`src/rtl/apb_pwm_ramp_master.sv`:
```
// ---------------------------------------------------------------------------
// apb_pwm_ramp_master
//
// APB master that programs a downstream APB PWM slave without CPU help.
// On an accepted start it writes period, size, the initial pulse and enable=1.
// It then walks the pulse register from cfg_pstart to cfg_pend in cfg_step
// increments, waiting cfg_hold cycles between pulse writes.
// A stop request makes it write enable=0 and return to idle.
//
// Ports
//   PCLK, PRESET          clock; synchronous active-high reset
//   start, stop           one-cycle control requests
//   cfg_period/size/pstart/pend/step/hold   ramp configuration, latched on start
//   PADDR/PSEL/PENABLE/PWRITE/PWDATA        APB request outputs (registered)
//   PREADY/PSLAVEERR                        APB completion inputs
//   busy, done, err                         status (registered; err is sticky)
// ---------------------------------------------------------------------------
module apb_pwm_ramp_master #(
    parameter logic [31:0] BASE_ADDR = 32'h0000_0000,
    parameter int          TIMEOUT   = 16
) (
    input  logic        PCLK,
    input  logic        PRESET,
    input  logic        start,
    input  logic        stop,
    input  logic [31:0] cfg_period,
    input  logic [7:0]  cfg_size,
    input  logic [31:0] cfg_pstart,
    input  logic [31:0] cfg_pend,
    input  logic [15:0] cfg_step,
    input  logic [31:0] cfg_hold,
    output logic [31:0] PADDR,
    output logic        PSEL,
    output logic        PENABLE,
    output logic        PWRITE,
    output logic [31:0] PWDATA,
    input  logic        PREADY,
    input  logic        PSLAVEERR,
    output logic        busy,
    output logic        done,
    output logic        err
);

    typedef enum logic [2:0] {
        S_IDLE       = 3'd0,
        S_SETUP      = 3'd1,
        S_ACCESS     = 3'd2,
        S_HOLD       = 3'd3,
        S_OFF_SETUP  = 3'd4,
        S_OFF_ACCESS = 3'd5
    } state_t;

    // Which register the current/next ramp-sequence transfer targets.
    localparam logic [2:0] PH_PERIOD = 3'd0;
    localparam logic [2:0] PH_SIZE   = 3'd1;
    localparam logic [2:0] PH_PULSE0 = 3'd2;
    localparam logic [2:0] PH_ENABLE = 3'd3;
    localparam logic [2:0] PH_RAMP   = 3'd4;

    localparam logic [31:0] OFS_PERIOD = 32'h0000_0000;
    localparam logic [31:0] OFS_PULSE  = 32'h0000_0004;
    localparam logic [31:0] OFS_SIZE   = 32'h0000_0008;
    localparam logic [31:0] OFS_ENABLE = 32'h0000_000C;
    localparam logic [31:0] TMO_LAST   = 32'(TIMEOUT - 1);

    state_t      r_state;
    logic [2:0]  r_phase;
    logic [7:0]  r_size;
    logic [31:0] r_cur;
    logic [31:0] r_pend;
    logic [15:0] r_step;
    logic [31:0] r_hold;
    logic        r_dir_up;
    logic [31:0] r_hold_cnt;
    logic [31:0] r_tcnt;
    logic        r_stop_pend;

    logic [31:0] r_paddr;
    logic [31:0] r_pwdata;
    logic        r_psel;
    logic        r_penable;
    logic        r_pwrite;
    logic        r_busy;
    logic        r_done;
    logic        r_err;

    state_t      w_state_nxt;
    logic [2:0]  w_phase_nxt;
    logic        w_accept;
    logic        w_cur_load;
    logic        w_set_err;
    logic        w_set_done;
    logic        w_xfer_ok;
    logic        w_xfer_err;
    logic        w_stop_req;
    logic [32:0] w_sum;
    logic [32:0] w_diff;
    logic [31:0] w_next_pulse;

    logic [31:0] w_paddr_nxt;
    logic [31:0] w_pwdata_nxt;
    logic        w_psel_nxt;
    logic        w_penable_nxt;
    logic        w_busy_nxt;
    logic        w_err_nxt;

    // Transfer outcome in ACCESS: an error reply or running out of the wait budget both abort.
    always_comb begin
        w_xfer_ok  = PREADY & ~PSLAVEERR;
        w_xfer_err = (PREADY & PSLAVEERR) | (~PREADY & (r_tcnt == TMO_LAST));
        w_stop_req = stop | r_stop_pend;
    end

    // Next pulse value; 33-bit math so a carry/borrow clamps to the end value instead of wrapping.
    always_comb begin
        w_sum  = {1'b0, r_cur} + {17'b0, r_step};
        w_diff = {1'b0, r_cur} - {17'b0, r_step};
        if (r_step == 16'd0) begin
            w_next_pulse = r_pend;
        end else if (r_dir_up) begin
            if (w_sum[32] || (w_sum[31:0] > r_pend)) begin
                w_next_pulse = r_pend;
            end else begin
                w_next_pulse = w_sum[31:0];
            end
        end else begin
            if (w_diff[32] || (w_diff[31:0] < r_pend)) begin
                w_next_pulse = r_pend;
            end else begin
                w_next_pulse = w_diff[31:0];
            end
        end
    end

    // Next-state logic for the transfer sequencer.
    always_comb begin
        w_state_nxt = r_state;
        w_phase_nxt = r_phase;
        w_accept    = 1'b0;
        w_cur_load  = 1'b0;
        w_set_err   = 1'b0;
        w_set_done  = 1'b0;
        case (r_state)
            S_IDLE: begin
                // start wins over a simultaneous stop; stop is meaningless when idle
                if (start) begin
                    w_state_nxt = S_SETUP;
                    w_phase_nxt = PH_PERIOD;
                    w_accept    = 1'b1;
                end else begin
                    w_state_nxt = S_IDLE;
                end
            end
            S_SETUP: begin
                w_state_nxt = S_ACCESS;
            end
            S_ACCESS: begin
                if (w_xfer_err) begin
                    w_state_nxt = S_IDLE;
                    w_set_err   = 1'b1;
                end else if (w_xfer_ok) begin
                    if (w_stop_req) begin
                        w_state_nxt = S_OFF_SETUP;
                    end else if (r_phase < PH_ENABLE) begin
                        w_state_nxt = S_SETUP;
                        w_phase_nxt = r_phase + 3'd1;
                    end else if (r_cur == r_pend) begin
                        w_state_nxt = S_IDLE;
                        w_set_done  = 1'b1;
                    end else if (r_hold == 32'd0) begin
                        w_state_nxt = S_SETUP;
                        w_phase_nxt = PH_RAMP;
                        w_cur_load  = 1'b1;
                    end else begin
                        w_state_nxt = S_HOLD;
                    end
                end else begin
                    w_state_nxt = S_ACCESS;
                end
            end
            S_HOLD: begin
                if (w_stop_req) begin
                    w_state_nxt = S_OFF_SETUP;
                end else if (r_hold_cnt == (r_hold - 32'd1)) begin
                    w_state_nxt = S_SETUP;
                    w_phase_nxt = PH_RAMP;
                    w_cur_load  = 1'b1;
                end else begin
                    w_state_nxt = S_HOLD;
                end
            end
            S_OFF_SETUP: begin
                w_state_nxt = S_OFF_ACCESS;
            end
            S_OFF_ACCESS: begin
                if (w_xfer_err) begin
                    w_state_nxt = S_IDLE;
                    w_set_err   = 1'b1;
                end else if (w_xfer_ok) begin
                    w_state_nxt = S_IDLE;
                end else begin
                    w_state_nxt = S_OFF_ACCESS;
                end
            end
            default: begin
                w_state_nxt = S_IDLE;
            end
        endcase
    end

    // Output decode: values the registered outputs take on the next edge.
    always_comb begin
        w_paddr_nxt   = r_paddr;
        w_pwdata_nxt  = r_pwdata;
        w_psel_nxt    = 1'b0;
        w_penable_nxt = 1'b0;
        w_busy_nxt    = (w_state_nxt != S_IDLE);
        case (w_state_nxt)
            S_SETUP: begin
                w_psel_nxt = 1'b1;
                // address/data are loaded once on SETUP entry and held through ACCESS
                case (w_phase_nxt)
                    PH_PERIOD: begin
                        w_paddr_nxt  = BASE_ADDR + OFS_PERIOD;
                        w_pwdata_nxt = cfg_period;
                    end
                    PH_SIZE: begin
                        w_paddr_nxt  = BASE_ADDR + OFS_SIZE;
                        w_pwdata_nxt = {24'd0, r_size};
                    end
                    PH_PULSE0: begin
                        w_paddr_nxt  = BASE_ADDR + OFS_PULSE;
                        w_pwdata_nxt = r_cur;
                    end
                    PH_ENABLE: begin
                        w_paddr_nxt  = BASE_ADDR + OFS_ENABLE;
                        w_pwdata_nxt = 32'h0000_0001;
                    end
                    PH_RAMP: begin
                        w_paddr_nxt  = BASE_ADDR + OFS_PULSE;
                        w_pwdata_nxt = w_next_pulse;
                    end
                    default: begin
                        w_paddr_nxt  = BASE_ADDR;
                        w_pwdata_nxt = 32'd0;
                    end
                endcase
            end
            S_ACCESS: begin
                w_psel_nxt    = 1'b1;
                w_penable_nxt = 1'b1;
            end
            S_OFF_SETUP: begin
                w_psel_nxt   = 1'b1;
                w_paddr_nxt  = BASE_ADDR + OFS_ENABLE;
                w_pwdata_nxt = 32'd0;
            end
            S_OFF_ACCESS: begin
                w_psel_nxt    = 1'b1;
                w_penable_nxt = 1'b1;
            end
            default: begin
                w_psel_nxt    = 1'b0;
                w_penable_nxt = 1'b0;
            end
        endcase
        if (w_accept) begin
            w_err_nxt = 1'b0;
        end else if (w_set_err) begin
            w_err_nxt = 1'b1;
        end else begin
            w_err_nxt = r_err;
        end
    end

    // State register.
    always_ff @(posedge PCLK) begin
        if (PRESET) begin
            r_state <= S_IDLE;
            r_phase <= PH_PERIOD;
        end else begin
            r_state <= w_state_nxt;
            r_phase <= w_phase_nxt;
        end
    end

    // Latched configuration, current pulse value and cycle counters.
    always_ff @(posedge PCLK) begin
        if (PRESET) begin
            r_size      <= 8'd0;
            r_cur       <= 32'd0;
            r_pend      <= 32'd0;
            r_step      <= 16'd0;
            r_hold      <= 32'd0;
            r_dir_up    <= 1'b0;
            r_hold_cnt  <= 32'd0;
            r_tcnt      <= 32'd0;
            r_stop_pend <= 1'b0;
        end else begin
            if (w_accept) begin
                r_size   <= cfg_size;
                r_cur    <= cfg_pstart;
                r_pend   <= cfg_pend;
                r_step   <= cfg_step;
                r_hold   <= cfg_hold;
                r_dir_up <= (cfg_pend >= cfg_pstart);
            end else if (w_cur_load) begin
                r_cur <= w_next_pulse;
            end else begin
                r_cur <= r_cur;
            end
            r_hold_cnt <= (r_state == S_HOLD) ? (r_hold_cnt + 32'd1) : 32'd0;
            r_tcnt     <= ((r_state == S_ACCESS) || (r_state == S_OFF_ACCESS)) ?
                          (r_tcnt + 32'd1) : 32'd0;
            // a stop seen mid-transfer is remembered until that transfer completes
            if (w_accept || (r_state == S_IDLE)) begin
                r_stop_pend <= 1'b0;
            end else if (stop) begin
                r_stop_pend <= 1'b1;
            end else begin
                r_stop_pend <= r_stop_pend;
            end
        end
    end

    // Registered APB and status outputs.
    always_ff @(posedge PCLK) begin
        if (PRESET) begin
            r_paddr   <= 32'd0;
            r_pwdata  <= 32'd0;
            r_psel    <= 1'b0;
            r_penable <= 1'b0;
            r_pwrite  <= 1'b0;
            r_busy    <= 1'b0;
            r_done    <= 1'b0;
            r_err     <= 1'b0;
        end else begin
            r_paddr   <= w_paddr_nxt;
            r_pwdata  <= w_pwdata_nxt;
            r_psel    <= w_psel_nxt;
            r_penable <= w_penable_nxt;
            r_pwrite  <= w_psel_nxt;
            r_busy    <= w_busy_nxt;
            r_done    <= w_set_done;
            r_err     <= w_err_nxt;
        end
    end

    assign PADDR   = r_paddr;
    assign PWDATA  = r_pwdata;
    assign PSEL    = r_psel;
    assign PENABLE = r_penable;
    assign PWRITE  = r_pwrite;
    assign busy    = r_busy;
    assign done    = r_done;
    assign err     = r_err;

endmodule
```
`config.mk`:
```
export PLATFORM = sky130hd
export DESIGN_NAME = apb_pwm_ramp_master
export DESIGN_NICKNAME = d
export VERILOG_FILES = /design/src/rtl/apb_pwm_ramp_master.sv
export SDC_FILE = /design/constraint.sdc
export NUM_CORES = 1
export LEC_CHECK = 0
export CORE_ASPECT_RATIO = 1.75
export CORE_MARGIN = 2
export CORE_UTILIZATION = 61
export CTS_BUF_LIST = sky130_fd_sc_hd__clkbuf_16
export CTS_CLUSTER_DIAMETER = 30
export DETAILED_ROUTE_END_ITERATION = 7
export PLACE_DENSITY = 0.88
export SLEW_MARGIN = 20
export SYNTH_ARGS = -nofsm -noshare
export SYNTH_HDL_FRONTEND = slang
export SYNTH_SLANG_ARGS = --single-unit
export TNS_END_PERCENT = 1
```
`constraint.sdc`:
```
create_clock -name PCLK -period 11.51 [get_ports PCLK]
set_clock_uncertainty 0.2 [all_clocks]
set_input_delay 2.302 -clock PCLK [delete_from_list [all_inputs] [get_ports PCLK]]
set_output_delay 2.302 -clock PCLK [all_outputs]
set_load 0.01 [all_outputs]
```
* Word-level counts from Yosys, hierarchy flattened
Index checks and enable logic that the tools add are counted.
** Word-level totals
- Register bits :: 261
- Bits in latches :: 0
- Bits in writable memories :: 0
- Bits in read-only memories :: 0
- Input port bits :: 158
- Output and inout port bits :: 70
- Logic and storage cells :: 123
- Memories kept :: 0
** Cells by class
- Add/subtract/negate cells :: 6
- $mul :: 0
- Div/mod/pow operators :: 0
- Magnitude comparators :: 4
- Eq/ne operators :: 16
- Shift operators :: 0
- Mux-type cells :: 48
- Bitwise gates (word level) :: 11
- Reduce and logical (&&, ||, !) cells :: 20
** Operators with widths (count)
- 2-to-1 mux 32 bit :: 6
- one-hot mux 32 bit (5 select lines) :: 1
- one-hot mux 32 bit (2 select lines) :: 2
- adder 32 x 1 -> 32 bit, second input constant :: 2
- == test 32 bit :: 2
- 2-to-1 mux 3 bit :: 15
- adder 32 x 16 -> 33 bit :: 1
- subtractor 32 x 16 -> 33 bit :: 1
- == test 32 x 4 -> 1 bit, second input constant :: 1
- >= comparator 32 bit :: 1
- greater-than comparator 32 bit :: 1
- zero test 32 bit :: 1
- < comparator 32 bit :: 1
- subtractor 32 x 1 -> 32 bit, second input constant :: 1
- one-hot mux 3 bit (6 select lines) :: 1
- zero test 16 bit :: 1
- 2-to-1 mux 1 bit :: 16
- == test 3 x 2 -> 1 bit, second input constant :: 5
- == test 3 bit, second input constant :: 5
- OR reduction 2 bit :: 7
- one-hot mux 4 bit (3 select lines) :: 1
- == test 3 x 1 -> 1 bit, second input constant :: 3
- one-hot mux 3 bit (3 select lines) :: 1
- 2-to-1 mux 2 bit :: 4
- 12 further kinds :: 25

* Logic depth before layout (Yosys ltp)
- Depth in word-level cells :: 12
- Depth in mapped cells :: 25
- Gate-level depth less buffers :: 24

* Least setup slack after synthesis
OpenSTA, ideal clock, no wires.
- Path type :: flip-flop to flip-flop
- Start :: register r_step[4]
- End :: register r_pwdata[30] (netlist: PWDATA[30])
- Library setup time :: 0.116 ns
- Arrival :: 5.313 ns
- Data required time :: 11.194 ns
- Path slack :: 5.880 ns
- Cell stages (with the launch flop) :: 22
- Path buffers :: 2
- Period minus slack after synthesis :: 5.630 ns
- Cell sequence :: dfxtp_1 -> inv_1 -> ha_1 -> clkbuf_1 -> nor2b_1 -> a2111oi_0 -> a211oi_1 -> a2111oi_2 -> nor4bb_1 -> xor2_1 -> ha_1 -> a211oi_1 -> o21ai_0 -> a211oi_1 -> o221ai_1 -> or3_1 -> a21oi_1 -> clkbuf_1 -> o21ai_0 -> a221oi_1 -> o21ai_0 -> o211a_1
** Between the ends
- Word-level cells in the longest chain between the ends :: 8
- Elaborated cells between the ends (all ways) :: 13
- Classes of those cells :: add/sub: 2; order compare: 2; mux: 6; reduce/logical: 3
** RTL lines
- start: declaration :: RTL line 71 : logic [15:0] r_step;
- start signal: assignment :: RTL line 304 : r_step <= cfg_step;
- subtractor 32 x 16 -> 33 bit / adder 32 x 16 -> 33 bit (equally long branches) :: RTL line 117, 116
- < comparator 32 bit / greater-than comparator 32 bit (equally long branches) :: RTL line 127, 121
- logical OR 1 bit (on tied branches) :: RTL line 127, 121
- 2-to-1 mux 32 bit (on tied branches) :: RTL line 127, 121
- 2-to-1 mux 32 bit :: RTL line 120 : end else if (r_dir_up) begin
- 2-to-1 mux 32 bit (*) :: RTL line 118 : if (r_step == 16'd0) begin
- one-hot mux 32 bit (5 select lines) (*) :: RTL line 222 : case (w_phase_nxt)
- one-hot mux 32 bit (2 select lines) (*) :: RTL line 218 : case (w_state_nxt)
- end signal: assignment :: RTL line 339 : r_pwdata <= w_pwdata_nxt;
- end: declaration :: RTL line 79 : logic [31:0] r_pwdata;
Every way passes the cells marked *; elsewhere a longest branch is shown, timed or not.
A chain may end at the register's enable or synchronous reset.

* Worst setup path after layout
- Start :: register r_step[4]
- End :: register r_pwdata[20] (netlist: PWDATA[20])
Same word-level chain as after synthesis.

==> results.yml <==
timing:
  timing.final.crit_share: 0.6068
  hold_viol_final: 0
  fin_ws_ns: 4.526
  fin_crit_ns: 6.984
  setup_tns_ns: 0
  rsz0062_at_grt: "no"
  maxSlewViolCount: 0
  slew_headroom: 0.1376
  tightestPinTransition_ns: 1.290
  max_freq_mhz: 143.2
  final-setup-viol-count: 0
worst_setup_path:
  rrSetupSlack_ns: 4.53
  crit_path_max_incr_delay_ns: 1.13
  crit_slowest_cell: "a2111oi_1"
  crit_arrival_ns: 7.19
  path_max_fanout: 14
  cp-end-kind: "flip-flop"
  critPathTopFamily: "compound AO/OA/AOI/OAI gates"
  cp_data_required_time_ns: 11.72
  critPathKind: "flip-flop to flip-flop"
  crit_buf_inv: 1
  crit_chain: "inv_1, ha_1, a21o_1, nor3_1, a21oi_1, a2111oi_0, o41ai_1, a2111oi_1, nand2_1, xnor2_1, ha_1, nand3_1, nor3_1, o311ai_0, a31o_2, nand3_1, o31ai_2, nor2_1, nand2_1, o2111ai_1, o22ai_1, a32o_1"
  setup.worst_path.start_class: "flip-flop"
pwr:
  leakage_nw: 8.353
  irDropWorstVdd_mv: 0.1315
  intPower_mw: 2.141
  seqPwrFrac: 0.265
  comb_power_share: 0.435
  p_clk_frac: 0.301
  total_power_mw: 3.632
  switchingPower_mw: 1.491
  power_density_nw_per_um2: 179.9
  swShare: 0.4105
min_path:
  hold_class: "flip-flop to flip-flop"
floorplanning:
  num_io_pins: 228
  die_h_um: 225.1
  std_cell_rows: 81
  die_w_um: 130.3
  core_area_um2: 27770
  initial_core_util: 0.6137
  die_area_um2: 29340
detailed_routing:
  vias: 17720
  drc: 0
  dr.pass1.iters: 6
  ant_nets: 0
  routed_wl_um: 60640
  viasPerCell: 6.439
  wire_per_inst_um: 22.03
  drt_iter0_drc: 1431
layout:
  nFillCells: 2297
  drive_gt1_frac: 0.05338
  n_antenna_cell: 0
  fin_nets: 2643
  layout_commonest_cell: "nand2_1"
  areaGrowthSynthToFinish_pct: 18.44
  final_core_utilization: 0.7268
  layout_common_cells: "344 x nand2_1, 231 x dfxtp_1, 196 x clkdlybuf4s50_1"
yosys:
  synthDistinctLibCells: 89
  synthesis.area_um2: 17040
  ys_seq_area_frac: 0.2714
  ys_ff_latch: 231
  ys_warn_count: 0
  synth-edff-count: 0
  yosysTopAreaCell: "dfxtp_1"
  ys_async_sr_fraction: 0
  syn_inst: 2234
  netlist.area_leader.share: 0.2714
  ys.flop_type: "dfxtp_1"
  syn_avg_cell_area_um2: 7.628
  yosys-top-cells-area: "dfxtp_1 27%, ha_1 9.6%, nand2_1 7.6%"
placed_design:
  hpwl_um: 44890
  routabilityCongestion: 1.083
  io_buffer_count: 197
  post-place-ws_ns: 4.351
global_route:
  grt_max_degree: 87
  grt_pass1_wl_um: 93050
  antenna_found_initial: 0
  grt_pass1_vias: 17939
  grt_overflow_total: 0
  track_usage: 0.4095
cts:
  clk_pin_slew_ns: 0.05
  cts_hold_buffers: 0
  cts_htree_levels: 2
  clkLatencyLatePin_ns: 0.55
  tritoncts: "done"
  cts_sinks: 231
  clk_path_buf_depth: 3
  cts_buffers: 36
  ctsRootBufferMaster: "clkbuf_16"
  postCtsResizedCells: 0
  post-cts-setup-buffers: 0
status:
  status: "finished, final reports clean"
job:
  drv_cap: 0
==> power by group through the flow <==
| stage | Clock, mW | Combinational [mW] | Sequential, mW |
|---|---|---|---|
| 4_1_cts | 1.10 | 1.53 | 0.956 |
| 2_1_floorplan | 0 | 1.07 | 0.923 |
| 6_report | 1.09 | 1.58 | 0.961 |
| 3_3_place_gp | 0 | 1.49 | 0.968 |
| 3_5_place_dp | 0 | 1.52 | 0.972 |
| 5_1_grt | 1.13 | 1.70 | 0.965 |
==> tightest hold or removal path: cells and delay by family (launching register included) <==
family,cells,cell delay (ns)
simple gates,1,0.05
flops,1,0.30
compound gates,1,0.05
==> cell families after synthesis <==
group                      synth area share
AOI/OAI and AO/OA                    0.2045
xor gates and xnor gates            0.09251
adders and majority gates           0.09853
buffers and inverters               0.06938
DFF                                  0.2714
muxes                               0.02122
other                             0.0002201
and+or+nand+nor                      0.2423
==> metrics by stage <==
| stage | hold WS [ns] | area [µm²] | cells |
|---|---|---|---|
| 6_report | 0.2436 | 20180 | 2752 |
| 5_1_grt | 0.2661 | 20180 | 2752 |
| 4_1_cts | 0.2488 | 20180 | 2752 |
| 3_5_place_dp | 0.2353 | 18970 | 2687 |
| 3_3_place_gp | 0.2290 | 18970 | 2687 |
| 2_1_floorplan | 0.2176 | 17150 | 2263 |
==> cell type report <==
type | count | area (µm²) | share of cell area
Clock inverter | 29 | 306.5 | 0.01519
Sequential cell | 231 | 4624 | 0.2291
Tap cell | 373 | 466.7 | 0.02312
Inverter | 111 | 416.7 | 0.02064
Timing Repair Buffer | 214 | 2097 | 0.1039
Multi-Input combinational cell | 1758 | 11370 | 0.5634
Clock buffer | 36 | 900.9 | 0.04463
==> cell usage after synthesis (all sizes together), types with 9 or more instances <==
library cell and number:
xor2 111, nor2b 21, a311oi 22, o21ai 68
nand3 51, xnor2 69, nor2 192, a31oi 11
a21oi 167, or3 27, a21o 18, inv 111
buf 47, nand2 346, o211a 11, nand4 34
o22ai 26, o211ai 20, or4 11, nor3 32
mux2i 35, dfxtp 231, a2bb2oi 29, nor4 42
ha 131, a211oi 23, a221oi 11, o221a 11
nand2b 21, or2 12, and3 39, a2111oi 9
o31ai 10, clkbuf 116
==> flip-flops by register name, indices dropped and copies added (netlist names), 8 cells and up <==
register / flops
r_pend: 32
r_cur: 32
r_size: 8
r_hold_cnt: 32
r_tcnt: 32
r_hold: 32
r_step: 16
PWDATA: 32
==> path summary, 6_finish.rpt <==
kind	depth (start not counted)	start	endpoint
worst max-delay path	22	r_step[4]	PWDATA[20]
worst min-delay path	2	PWDATA[22]	PWDATA[22]
worst max register to register	22	r_step[4]	PWDATA[20]
worst min register to register	2	PWDATA[22]	PWDATA[22]
==> per-layer routing <==
layer | vias to the layer above | part of all wire | track usage
li1 | 8103 | - | -
met1 | 8267 | 0.32 | 0.3904
met2 | 973 | 0.49 | 0.7220
met3 | 377 | 0.075 | 0.07930
met4 | 0 | 0.11 | 0.3744
met5 | - | 0 | 0
(Power assumes the default switching activity.)
